File: src/rtl/led_ctrl.sv
// N-channel LED driver: OFF / ON / BLINK / BREATHE per channel, configured via a valid/ready write port.
// Define LED_CTRL_BREATHE_EN to build the triangle-ramped PWM (BREATHE) datapath; otherwise mode 3 blinks.
module led_ctrl #(
    parameter int CLK_HZ          = 27000000,
    parameter int TICK_HZ         = 1000,
    parameter int N_LED           = 4,
    parameter int PWM_BITS        = 8,
    parameter int DEFAULT_HALF_MS = 500,
    parameter int ACTIVE_LOW      = 1
) (
    input  logic             sys_clk,
    input  logic             sys_rst_n,
    input  logic             cfg_valid,
    output logic             cfg_ready,
    input  logic [3:0]       cfg_ch,
    input  logic [1:0]       cfg_mode,
    input  logic [15:0]      cfg_half_ms,
    output logic [N_LED-1:0] led,
    output logic             tick
);

    localparam int   DIV   = CLK_HZ / TICK_HZ;
    localparam int   PW    = (DIV > 2) ? $clog2(DIV) : 1;
    localparam logic POL   = (ACTIVE_LOW != 0);
    localparam logic [1:0] M_OFF = 2'd0, M_ON = 2'd1, M_BLINK = 2'd2, M_BREATHE = 2'd3;

    logic [PW-1:0]    presc;
    logic             accept;
    logic [N_LED-1:0] lit;

    always_ff @(posedge sys_clk or negedge sys_rst_n) begin
        if (!sys_rst_n) begin
            presc     <= '0;
            cfg_ready <= 1'b0;
        end else begin
            presc     <= (presc == PW'(DIV - 1)) ? '0 : presc + 1'b1;
            cfg_ready <= 1'b1;
        end
    end

    assign tick   = (presc == PW'(DIV - 1));
    assign accept = cfg_valid & cfg_ready;

`ifdef LED_CTRL_BREATHE_EN
    localparam logic [PWM_BITS-1:0] DUTY_MAX = '1;
    logic [PWM_BITS-1:0] pwm_cnt;

    always_ff @(posedge sys_clk or negedge sys_rst_n) begin
        if (!sys_rst_n) pwm_cnt <= '0;
        else            pwm_cnt <= pwm_cnt + 1'b1;
    end
`endif

    for (genvar i = 0; i < N_LED; i++) begin : g_ch
        logic [1:0]  mode;
        logic [15:0] half;
        logic [15:0] cnt;
        logic        phase;
        logic        wr;
        logic        event_hit;
        logic        toggles;

        // Out-of-range channel indices simply never match any channel.
        assign wr        = accept && (cfg_ch == 4'(i));
        assign event_hit = tick && (cnt == half - 16'd1);
`ifdef LED_CTRL_BREATHE_EN
        assign toggles   = (mode == M_BLINK);
`else
        assign toggles   = mode[1];
`endif

        always_ff @(posedge sys_clk or negedge sys_rst_n) begin
            if (!sys_rst_n) begin
                mode  <= M_BLINK;
                half  <= 16'(DEFAULT_HALF_MS);
                cnt   <= '0;
                phase <= 1'b0;
            end else if (wr) begin
                mode  <= cfg_mode;
                half  <= (cfg_half_ms == 16'd0) ? 16'd1 : cfg_half_ms;
                cnt   <= '0;
                phase <= 1'b1;
            end else if (tick) begin
                cnt <= event_hit ? 16'd0 : cnt + 16'd1;
                if (event_hit && toggles) phase <= ~phase;
            end
        end

`ifdef LED_CTRL_BREATHE_EN
        logic [PWM_BITS-1:0] duty;
        logic                dir_down;

        // Endpoints hold for one event while the direction flips.
        always_ff @(posedge sys_clk or negedge sys_rst_n) begin
            if (!sys_rst_n) begin
                duty     <= '0;
                dir_down <= 1'b0;
            end else if (wr) begin
                duty     <= '0;
                dir_down <= 1'b0;
            end else if (event_hit && mode == M_BREATHE) begin
                if (!dir_down) begin
                    if (duty == DUTY_MAX) dir_down <= 1'b1;
                    else                  duty     <= duty + 1'b1;
                end else begin
                    if (duty == '0) dir_down <= 1'b0;
                    else            duty     <= duty - 1'b1;
                end
            end
        end
`endif

        always_comb begin
            lit[i] = 1'b0;
            case (mode)
                M_OFF:     lit[i] = 1'b0;
                M_ON:      lit[i] = 1'b1;
                M_BLINK:   lit[i] = phase;
`ifdef LED_CTRL_BREATHE_EN
                M_BREATHE: lit[i] = (pwm_cnt < duty);
`else
                M_BREATHE: lit[i] = phase;
`endif
                default:   lit[i] = 1'b0;
            endcase
        end
    end

    always_ff @(posedge sys_clk or negedge sys_rst_n) begin
        if (!sys_rst_n) led <= {N_LED{POL}};
        else            led <= lit ^ {N_LED{POL}};
    end

endmodule

File: config.mk
export PLATFORM = sky130hd
export DESIGN_NAME = led_ctrl
export DESIGN_NICKNAME = d
export VERILOG_FILES = /design/src/rtl/led_ctrl.sv
export SDC_FILE = /design/constraint.sdc
export NUM_CORES = 1
export LEC_CHECK = 0
export ABC_CLOCK_PERIOD_IN_PS = 4900
export CORE_UTILIZATION = 30
export DETAILED_ROUTE_END_ITERATION = 10
export GPL_TIMING_DRIVEN = 0
export MAX_ROUTING_LAYER = met4
export SLEW_MARGIN = 10
export SYNTH_ARGS = -nofsm -noshare
export SYNTH_HDL_FRONTEND = slang
export SYNTH_SLANG_ARGS = --single-unit
File: constraint.sdc
create_clock -name sys_clk -period 4.9 [get_ports sys_clk]
set_clock_uncertainty 0.05 [all_clocks]
set_input_delay 0.49 -clock sys_clk [delete_from_list [all_inputs] [get_ports sys_clk]]
set_output_delay 0.49 -clock sys_clk [all_outputs]
set_load 0.05 [all_outputs]
Word-level counts from Yosys, hierarchy flattened. Cells that the tools add are included.

Add/subtract/negate cells: 9. Equal/unequal tests: 20. Muxes and demuxes: 30. Bitwise operators: 6. Reduce and logical (&&, ||, !) cells: 34.

Operators with widths (number): $mux 16 (13); $add 16x1->16 const B (4); $eq 16x16->1 (4); $sub 16x1->16 const B (4); $eq 2x2->1 const B (8); $logic_not 16->1 (1); $reduce_bool 2->1 (8); $add 15x1->15 const B (1); $eq 15x15->1 const B (1); $mux 15 (1); $logic_and 1x1->1 (12); $mux 1 (12); $pmux 1 s3 (4); $eq 2x1->1 const B (4); $eq 4x2->1 const B (2); $logic_not 2->1 (4); $reduce_and 2->1 (4); $reduce_or 2->1 (4); $eq 4x1->1 const B (1); $logic_not 4->1 (1); $not 1->1 (4); $not 4->4 (1); $and 1x1->1 (1).

Register bits: 160. Word-level logic and storage cells: 118.

Logic depth before layout (Yosys ltp).
Depth in word-level cells: 7. Mapped depth: 10.

Least setup slack after synthesis. Ideal clock, no wire load.

Path kind: reg-to-output. Start point: reg presc[3]. End point: out tick. Arrival time: 2621 ps. Data required time: 4360 ps. Slack: 1739 ps. Stages on the path, launching flop included: 7. Path buffers: 3. Cells stage by stage: dfrtp_1 > or4b_1 > or4_1 > buf_2 > inv_2 > clkbuf_1 > buf_1.

Word-level cells in the longest chain between the ends: 1.

Ends and longest elaborated chain: start, declared (line 27) `logic [PW-1:0] presc;`; start signal, assigned (line 36) `presc <= (presc == PW'(DIV - 1)) ? '0 : presc + 1'b1;`; $eq 15x15->1 (line 41) `assign tick = (presc == PW'(DIV - 1));`; end, declared (line 19) `output logic tick`.

No other way between the ends.

Final worst setup path. Same ends and word-level chain as after synthesis.

==> out/qor.txt <==
Placed Cells: 1569
Critical path fanouts, max: 17
Area of the core: 31800 um^2
Final core occ: 35.5%
Clock power share: 35.1%
Chip height: 182 um
Synth top area cells: dfrtp_1 (33%), dfstp_2 (8.6%), nand2_1 (7.8%)
Vias in the first global route: 7812
Max cap viols: 0
Count of state elements after synthesis: 160
F_max: 225 MHz
Reg2reg setup slack: 1.23 ns
Worst r2r path cells: 9
Placed cell areas: 10600 um^2
Hold_ws: 0.402 ns
First-pass GRT wire length: 40700 um
Post-synth EDFFs: 0
Fin cells: 1601
Final period utilization: 90.6%
Worst min path class: reg2reg
Fill count: 3290
Worst-path clk slew: 0.07 ns
Final min period: 4.44 ns
H-tree depth: 4
Hpwl dp: 17400 um
RR Endpoint: g_ch[3].cnt[15]$_DFFE_PN0P_
CTS sink cnt: 160
Nets: 1187
CP arrival: 3.90 ns
GRT Total Usage: 15.7%
Most common cell after layout, fill and taps aside: nand2_1
Static Leak: 4.74 nW
Synth Cell Area: 9760 um^2
Synth Area in Simple Gates: 29.1%
Residual DRC count: 0
Num CTS Buffers: 17
Cells after Synth: 1104
N_diodes: 0
Internal power: 2.79 mW
Switching pwr: 1.33 mW
Fin worst setup slack: 0.458 ns
Syn nets: 1138
Average wire per standard cell: 15.2 um
Fin. Hold Viols: 0
Post-CTS Resized: 0
Unrepaired setup endpoints after global routing: no
Layout cell share with drive strength beyond 1: 12.0%
Root Driver: clkbuf_16
Input/output buffers: 29
Clk_lat worst skew: 0.44 ns
Crit Path Class: reg2out
Max Slew Vio Count: 0
Global placer's final weighted congestion: 0.844
Longest Clk Path Bufs: 2
Grt total ovfl: 0
Die Area: 33300 um^2
Post-route ant nets: 0
CP startpoint: presc[3]$_DFF_PN0_
Antenna violations before repair: 0
CP Capture Type: output pin
Fin Setup TNS: 0 ns
Kind of start point of the critical path: register
CP Data Required Time: 4.36 ns
Largest net degree at the start of global routing: 110
Top FF cell, synth: dfrtp_1
PD cells: 365 nW/um^2
Area growth, synth to finish: 15.6%
Multiplexer share of the synthesized area: 7.02%
Fin area: 11300 um^2
Chip width: 182 um
Sequential cell area fraction in the yosys report: 41.4%
Sw frac: 32.2%
Worst Max-Slew Pin Slew: 0.968 ns
Count of different cell masters after synthesis: 69
Pwr Total: 4.12 mW
IO Count: 31
Max rail drop VDD: 0.000274 V
Gate power share: 23.6%
Post-synth top area share: 32.8%
Final setup vio count: 0
Initial Util: 30.7%
Vias after detailed routing: 8050
Synth Area in Compound Gates: 9.35%
XOR/XNOR Fraction of Synth Area: 8.97%
Drt pass-1 iters: 5
Iter 0 DRT Violations: 472
Largest family of logic cells by synthesized area: simple AND/OR/NAND/NOR gates
CTS tree: done
Via density: 5.03
Yosys top cell by area: dfrtp_1
Share of power burned in registers: 41.3%
Synth warn: 0
WL final: 24300 um
Site row count: 65
Crit path to: tick
Max_slew headroom: 34.9%
Crit Reg-Reg Startpoint: presc[3]$_DFF_PN0_
Most frequent cells in the layout: nand2_1 (204), dfrtp_1 (128), nor2_1 (81)
Post-place setup slack: 0.337 ns
Syn_area_per_cell: 8.84 um^2
Status: finished clean
Synth Area in Adders: 1.15%
Ys async rst share: 100%
==> registers in the layout (all words and copies together) (netlist names) <==
name        cells
cfg_ready       1
g_ch.cnt       64
g_ch.half      64
g_ch.mode       8
g_ch.phase      4
led             4
presc          15
==> cell usage after synthesis, drive strengths merged (11+ instances only) <==
library cell    n
a21oi          14
o21ai          40
clkbuf         47
dfstp          32
mux2           52
nand2         204
nor2b          22
and3           27
nand4          15
nand3b         11
inv            23
o221ai         25
nor2           81
nor3b          11
nand3          50
xnor2          48
nor4           22
xor2           52
dfrtp         128
nor3           49
and2           24
==> cells by family after synthesis <==
group                    after synthesis
AND/OR/NAND/NOR                      567
flip-flops                           160
AO/OA/AOI/OAI                        131
XOR/XNOR                             100
buffers and inverters                 74
multiplexers                          62
adder cells (fa/ha/maj)                9
other                                  1
==> timing repair <==
action / in CTS / in global routing
setup endpoints to repair: 1 / 0
endpoints found under the hold margin: 36 / 0
buffers inserted: 0 / 0
hold buffers: 1 / 0
==> metal layers <==
metal  share of wire, %  vias to the layer above  routed length [um]  track usage, %
met5                  0                        -                   0               -
met4               0.95                        0                 230            3.66
met1                 49                     3919               11900            21.2
met2                 46                      141               11100            24.4
met3                4.1                       16                 999            2.79
li1                   -                     3974                   -               -
==> final cells by class <==
type | count | area, um^2 | area share, %
Timing Repair Buffer | 31 | 333 | 2.95
Tap cell | 435 | 544 | 4.82
Sequential cell | 160 | 4040 | 35.8
Clock inverter | 11 | 139 | 1.23
Buffer | 50 | 196 | 1.74
Inverter | 23 | 86.3 | 0.765
Clock buffer | 21 | 503 | 4.46
Multi-Input combinational cell | 870 | 5440 | 48.2
==> critical path, stage by stage, from the launching register on <==
cell,delay [ns]
dfrtp_1,0.42
or4b_1,0.52
or4_1,0.60
buf_2,0.28
inv_2,0.35
buf_1,0.41
clkdlybuf4s50_1,0.89
==> worst min path at each step <==
stage,from,endpoint,cells past startpoint
detailed placement,g_ch[2].mode[0]$_DFFE_PN0P_,led[2]$_DFF_PN1_,1
global route,g_ch[2].mode[0]$_DFFE_PN0P_,led[2]$_DFF_PN1_,1
CTS,g_ch[2].mode[0]$_DFFE_PN0P_,led[2]$_DFF_PN1_,1
finish,g_ch[2].mode[0]$_DFFE_PN0P_,led[2]$_DFF_PN1_,1
floorplan,sys_rst_n,cfg_ready$_DFF_PN0_,0
global placement,g_ch[2].mode[0]$_DFFE_PN0P_,led[2]$_DFF_PN1_,1
==> power by group through the flow <==
| stage | Sequential, mW | Clock [mW] | Combinational [mW] |
|---|---|---|---|
| after CTS | 1.70 | 1.48 | 0.972 |
| after detailed placement | 1.73 | 0 | 0.965 |
| after global routing | 1.73 | 1.53 | 1.09 |
| after floorplan | 1.71 | 0 | 0.698 |
| final | 1.70 | 1.45 | 0.973 |
| after global placement | 1.72 | 0 | 0.937 |
Note: power is estimated with default switching activity, not from simulation.
